<file path="config.mk">
export PLATFORM = sky130hd
export DESIGN_NAME = instr_fetch_queue
export DESIGN_NICKNAME = d
export VERILOG_FILES = /design/src/rtl/rsa_cpu_pkg.sv /design/src/rtl/ifq_fifo.sv /design/src/rtl/instr_fetch_queue.sv
export SDC_FILE = /design/constraint.sdc
export NUM_CORES = 1
export LEC_CHECK = 0
export BUFFER_PORTS_ARGS = -buffer_cell sky130_fd_sc_hd__buf_2
export CAP_MARGIN = 0
export CORE_MARGIN = 10
export CORE_UTILIZATION = 60
export DETAILED_ROUTE_END_ITERATION = 7
export PLACE_DENSITY = 0.82
export SLEW_MARGIN = 20
export SYNTH_ARGS = -nofsm -noshare
export SYNTH_HDL_FRONTEND = slang
export SYNTH_SLANG_ARGS = --single-unit
</file>
<file path="constraint.sdc">
create_clock -name clk -period 6.5 [get_ports clk]
set_input_delay 0.325 -clock clk [delete_from_list [all_inputs] [get_ports clk]]
set_output_delay 0.325 -clock clk [all_outputs]
set_load 0.1 [all_outputs]
</file>
<file path="src/rtl/rsa_cpu_pkg.sv">
// Shared types for the instruction fetch queue: FSM states, queue entry payload and defaults.
package rsa_cpu_pkg;

  localparam int unsigned IFQ_DEPTH_DEF     = 4;
  localparam int unsigned IFQ_MAX_OUTST_DEF = 2;
  localparam int unsigned IFQ_AW            = 32;
  localparam int unsigned IFQ_DW            = 32;

  typedef enum logic [1:0] {
    IDLE  = 2'd0,
    RUN   = 2'd1,
    FLUSH = 2'd2
  } ifq_state_e;

  typedef struct packed {
    logic [IFQ_AW-1:0] pc;
    logic [IFQ_DW-1:0] instr;
  } ifq_entry_t;

endpackage

</file>
<file path="src/rtl/ifq_fifo.sv">
// In-order circular buffer of {pc,instr} entries with synchronous clear; clear wins over push/pop.
module ifq_fifo
  import rsa_cpu_pkg::*;
#(
  parameter int unsigned DEPTH = IFQ_DEPTH_DEF,
  parameter int unsigned CW    = $clog2(DEPTH + 1)
) (
  input  logic          clk,
  input  logic          reset,
  input  logic          push_i,
  input  ifq_entry_t    data_i,
  input  logic          pop_i,
  input  logic          clear_i,
  output ifq_entry_t    head_o,
  output logic [CW-1:0] count_o,
  output logic          full_o,
  output logic          empty_o
);

  localparam int unsigned PW = $clog2(DEPTH);

  logic [PW-1:0] wr_q, rd_q;
  logic [CW-1:0] count_q;
  ifq_entry_t    mem_q [DEPTH];
  logic          do_push, do_pop;

  assign empty_o = (count_q == '0);
  assign full_o  = (count_q == CW'(DEPTH));
  assign count_o = count_q;
  assign head_o  = mem_q[rd_q];

  // A full queue may still accept a push in the same cycle it pops.
  assign do_pop  = pop_i && !empty_o;
  assign do_push = push_i && (!full_o || do_pop);

  always_ff @(posedge clk) begin
    if (!reset) begin
      wr_q    <= '0;
      rd_q    <= '0;
      count_q <= '0;
    end else if (clear_i) begin
      wr_q    <= '0;
      rd_q    <= '0;
      count_q <= '0;
    end else begin
      if (do_push) wr_q <= wr_q + 1'b1;
      if (do_pop)  rd_q <= rd_q + 1'b1;
      count_q <= count_q + CW'(do_push) - CW'(do_pop);
    end
  end

  always_ff @(posedge clk) begin
    if (do_push && !clear_i) mem_q[wr_q] <= data_i;
  end

endmodule

</file>
<file path="src/rtl/instr_fetch_queue.sv">
// Fetch front end: issues imem reads from PCNext, queues returned words with their PC, flushes on redirect.
// Optional IFQ_PERF_CNT_EN adds perf_fetched / perf_flushed event counters.
module instr_fetch_queue
  import rsa_cpu_pkg::*;
#(
  parameter int unsigned DEPTH     = IFQ_DEPTH_DEF,
  parameter int unsigned MAX_OUTST = IFQ_MAX_OUTST_DEF,
  parameter int unsigned AW        = IFQ_AW,
  parameter int unsigned DW        = IFQ_DW
) (
  input  logic          clk,
  input  logic          reset,
  input  logic          start,
  input  logic [AW-1:0] PCNext,
  input  logic          PCSrc,
  output logic          pc_advance,
  output logic          imem_req,
  output logic [AW-1:0] imem_addr,
  input  logic          imem_rvalid,
  input  logic [DW-1:0] imem_rdata,
  output logic          instr_valid,
  input  logic          instr_ready,
  output logic [DW-1:0] InstrD,
  output logic [AW-1:0] PCD
`ifdef IFQ_PERF_CNT_EN
  ,
  output logic [31:0]   perf_fetched,
  output logic [31:0]   perf_flushed
`endif
);

  localparam int unsigned CW = $clog2(DEPTH + 1);
  localparam int unsigned SW = (MAX_OUTST > 1) ? $clog2(MAX_OUTST) : 1;

  ifq_state_e    state_q, state_d;
  logic [CW-1:0] outst_q, outst_d;
  logic [CW-1:0] drop_q, drop_d;
  logic [AW-1:0] shadow_q [MAX_OUTST];
  logic [SW-1:0] sh_wr_q, sh_rd_q;

  logic [CW-1:0] fifo_count;
  logic          fifo_full, fifo_empty;
  ifq_entry_t    head, push_entry;
  logic          rsp, rsp_drop, rsp_keep, pop, push;

  function automatic logic [SW-1:0] sh_inc(input logic [SW-1:0] p);
    if (p == SW'(MAX_OUTST - 1)) return '0;
    return p + 1'b1;
  endfunction

  // Credit check keeps count+outst within DEPTH so every kept response has a slot.
  assign imem_req   = (state_q != IDLE) && !PCSrc && (outst_q < CW'(MAX_OUTST)) &&
                      ((CW+1)'(fifo_count) + (CW+1)'(outst_q) < (CW+1)'(DEPTH));
  assign imem_addr  = imem_req ? PCNext : '0;
  assign pc_advance = imem_req;

  // Responses with nothing outstanding belong to reads abandoned by reset.
  assign rsp      = imem_rvalid && (outst_q != '0);
  assign rsp_drop = rsp && (drop_q != '0);
  assign rsp_keep = rsp && (drop_q == '0);

  assign instr_valid = !fifo_empty && !PCSrc;
  assign pop         = instr_valid && instr_ready;
  assign push        = rsp_keep && !PCSrc && (!fifo_full || pop);
  assign InstrD      = fifo_empty ? '0 : head.instr;
  assign PCD         = fifo_empty ? '0 : head.pc;

  assign push_entry.pc    = shadow_q[sh_rd_q];
  assign push_entry.instr = imem_rdata;

  ifq_fifo #(.DEPTH(DEPTH), .CW(CW)) u_fifo (
    .clk     (clk),
    .reset   (reset),
    .push_i  (push),
    .data_i  (push_entry),
    .pop_i   (pop),
    .clear_i (PCSrc),
    .head_o  (head),
    .count_o (fifo_count),
    .full_o  (fifo_full),
    .empty_o (fifo_empty)
  );

  always_comb begin
    state_d = state_q;
    case (state_q)
      IDLE:    if (start) state_d = RUN;
      RUN:     if (!start) state_d = IDLE;
               else if (PCSrc) state_d = FLUSH;
      FLUSH:   if (!start) state_d = IDLE;
               else if ((drop_q == '0) && !PCSrc) state_d = RUN;
      default: state_d = IDLE;
    endcase
  end

  // On redirect everything still in flight after this edge is stale.
  always_comb begin
    outst_d = outst_q + CW'(imem_req) - CW'(rsp);
    drop_d  = drop_q;
    if (PCSrc)         drop_d = outst_q - CW'(rsp);
    else if (rsp_drop) drop_d = drop_q - 1'b1;
  end

  always_ff @(posedge clk) begin
    if (!reset) begin
      state_q <= IDLE;
      outst_q <= '0;
      drop_q  <= '0;
      sh_wr_q <= '0;
      sh_rd_q <= '0;
    end else begin
      state_q <= state_d;
      outst_q <= outst_d;
      drop_q  <= drop_d;
      if (imem_req) sh_wr_q <= sh_inc(sh_wr_q);
      if (rsp)      sh_rd_q <= sh_inc(sh_rd_q);
    end
  end

  always_ff @(posedge clk) begin
    if (imem_req) shadow_q[sh_wr_q] <= PCNext;
  end

`ifdef IFQ_PERF_CNT_EN
  always_ff @(posedge clk) begin
    if (!reset) begin
      perf_fetched <= '0;
      perf_flushed <= '0;
    end else begin
      if (push) perf_fetched <= perf_fetched + 32'd1;
      if (PCSrc)         perf_flushed <= perf_flushed + 32'(fifo_count) + 32'(rsp);
      else if (rsp_drop) perf_flushed <= perf_flushed + 32'd1;
    end
  end
`endif

endmodule

</file>
==> flow_metrics.tcl <==
set metrics [dict create \
    maxSlewHeadroom_pct 32.4 \
    vias_per_cell 5.79 \
    setup_ws_ns 2.88 \
    cts_sinks 340 \
    vdd_drop_max_uv 225 \
    worst_pin_slew_ns 1.01 \
    start_kind "flop" \
    layout_min_cycle_time_ns 3.62 \
    synth_top_family_by_area "multiplexers" \
    ys_ff_latch 340 \
    path_max_fanout 24 \
    worstSetupPathType "flop to output pin" \
    synth_top_area_cell "edfxtp_1" \
    gp_congestion 0.801 \
    grt_antenna_before_repair 0 \
    synth_compound_area_share_pct 0.853 \
    finalPower_uw 5410 \
    clock_latency_ns 0.50 \
    synth.area.top_cells "edfxtp_1, mux4_2, nor2b_1, dfxtp_1, mux2_2" \
    worstPathRequired_ns 6.17 \
    r2r_end "shadow_q[0][4]$_DFFE_PP_" \
    synth_fa_ha_area_share_pct 1.71 \
    areaGrowthSynthToFinish_pct 16.5 \
    overflow 0 \
    grt_max_degree 65 \
    cts_hold_buf 0 \
    vias 6653 \
    cts-root-buf "clkbuf_16" \
    wl_um 26100 \
    p_leak_uw 0.00543 \
    layout.nets 933 \
    rrSetupSlack_ns 3.27 \
    die_width_um 169 \
    syn_inst 669 \
    post-route-period-util_pct 55.8 \
    synth-simple-area-share_pct 6.79 \
    ys.flop_type "edfxtp_1" \
    rsz0062_at_grt "no" \
    drt_iter0_drc 466 \
    cts_made_buffers 35 \
    arrival_ns 3.30 \
    cp-end-kind "output pin" \
    syn_area_um2 13400 \
    maxCapViolations 0 \
    diodes 0 \
    path_clk_slew_ns 0.06 \
    worst_hold_path.num_cells 1 \
    ctsResizeCount 0 \
    dieArea_um2 28600 \
    die_h_um 169 \
    firstDrtPassIters 5 \
    postCtsSetupBuffers 0 \
    synth.net_count 756 \
    drive_gt1_share_pct 37.7 \
    cts.path.max_buffers 3 \
    start_util_pct 61.0 \
    grt_pass1_vias 7296 \
    portBuffers 168 \
    setup_viol 0 \
    post-synth-top-count-cell "edfxtp_1" \
    pwr_density_cell_nw_per_um2 347 \
    synthMuxAreaShare_pct 13.7 \
    max_freq_mhz 276 \
    finalHoldViolCount 0 \
    seq_area_frac_synth_pct 75.0 \
    hp-class "input port to flop" \
    dp_hpwl_um 15600 \
    slew_violations 0 \
    synth_xor_xnor_area_share_pct 0.394 \
    reg2reg_from "u_fifo.count_o[2]$_SDFF_PP0_" \
    status "completed" \
    final.setup.tns_ns 0 \
    worstHoldStart "PCNext[23]" \
    ant_nets 0 \
    drc 0 \
    h-tree-depth 2 \
    yosysUniqueCellTypes 40 \
    syn_avg_cell_area_um2 20.0 \
    yosysWarnings 0 \
    grtUsageTotal_pct 18.2 \
    fin_skew_ns 0.0105 \
    pre_cts_ws_ns 3.28 \
    synth_top_area_share_pct 72.0 \
    avgRoutedWirePerCell_um 22.7 \
    min_to "shadow_q[0][23]$_DFFE_PP_" \
    core_um2 21900 \
    fillCellCount 1358 \
    grt_pass1_wl_um 40800 \
    synth_edf_count 320 \
    cts_tree "done" \
    yosys-top-cells-count "edfxtp_1, nor2b_1, mux4_2" \
    reg2reg_depth 4 \
    io_pins 169 \
    fp-row-count 54 \
    ys_async_sr_fraction_pct 0 \
]
-- per-layer routing --
| layer | share of wire (%) | global-route usage [%] |
|---|---|---|
| met1 | 41 | 23.1 |
| met2 | 51 | 30.8 |
| met3 | 6.7 | 4.65 |
| met4 | 1.6 | 5.07 |
| met5 | 0 | 0 |
-- state kept, by name (all words and copies together) (netlist names), named ones only --
signal          count
sh_wr_q             1
shadow_q           64
outst_q             3
u_fifo.wr_q         2
state_q             2
u_fifo.rd_q         2
sh_rd_q             1
drop_q              3
u_fifo.mem_q      256
u_fifo.count_o      3
-- final cells by class --
| class | instances | area [µm²] | area share [%] |
|---|---|---|---|
| clock buffer | 47 | 973 | 6.26 |
| clock inverter | 13 | 131 | 0.844 |
| inverter | 14 | 52.6 | 0.338 |
| multi-input combinational | 283 | 3160 | 20.3 |
| sequential | 340 | 10000 | 64.4 |
| tap | 280 | 350 | 2.25 |
| timing repair buffer | 172 | 875 | 5.62 |
-- worst max-delay path by stage --
stage,start,endpoint,slack [ns],cells after the start
after floorplan,u_fifo.count_o[2]$_SDFF_PP0_,shadow_q[0][0]$_DFFE_PP_,2.98,4
after detailed placement,u_fifo.count_o[2]$_SDFF_PP0_,shadow_q[0][12]$_DFFE_PP_,3.28,4
final,u_fifo.count_o[2]$_SDFF_PP0_,imem_addr[12],2.88,6
after global placement,u_fifo.count_o[2]$_SDFF_PP0_,shadow_q[0][14]$_DFFE_PP_,2.96,4
after CTS,u_fifo.count_o[2]$_SDFF_PP0_,imem_addr[12],2.87,6
after global routing,u_fifo.count_o[2]$_SDFF_PP0_,imem_addr[12],2.75,6
-- metrics by stage --
step,std cells,hold slack [ns],cell area (µm²),utilization [%]
2_1_floorplan,669,0.424,13400,-
3_3_place_gp,1088,0.495,14400,66.0
3_5_place_dp,1089,0.509,14500,66.0
4_1_cts,1149,0.0125,15600,71.1
5_1_grt,1149,0.0202,15600,71.1
6_report,1149,0.0252,15600,71.1
-- kinds of logic after synthesis --
logic type / Yosys count
multiplexers: 99
XOR/XNOR: 6
AND/OR/NAND/NOR: 148
adder cells (fa/ha/maj): 17
AO/OA/AOI/OAI: 13
flip-flops: 340
buffers and inverters: 46
-- placed cells by master, fill, tap and decap left out, drive strengths merged, types with 2 or more instances in the layout --
cell	n
and2	43
ha	15
nand2	3
bufinv	3
nand3	2
nor2	12
mux4	64
nand3b	3
clkbuf	47
buf	172
nor3	3
nor2b	67
mux2i	2
edfxtp	320
o311ai	2
o31ai	3
dfxtp	20
a21oi	2
xor2	5
nor3b	2
nand4	3
o21ai	2
fa	2
clkinv	10
nand2b	3
inv	14
mux2	33
-- power by group --
group | internal [µW] | switching (µW)
clock network | 1160 | 754
logic | 260 | 589
registers | 2560 | 76.5
total | 3990 | 1420
-- critical path, cell delays in order, from the launching register on --
cell      delay [ns]
dfxtp_1         0.47
ha_1            0.29
or4_4           0.49
a311oi_4        0.69
buf_6           0.27
and2_1          0.15
buf_2           0.43
(Power assumes the default switching activity.)
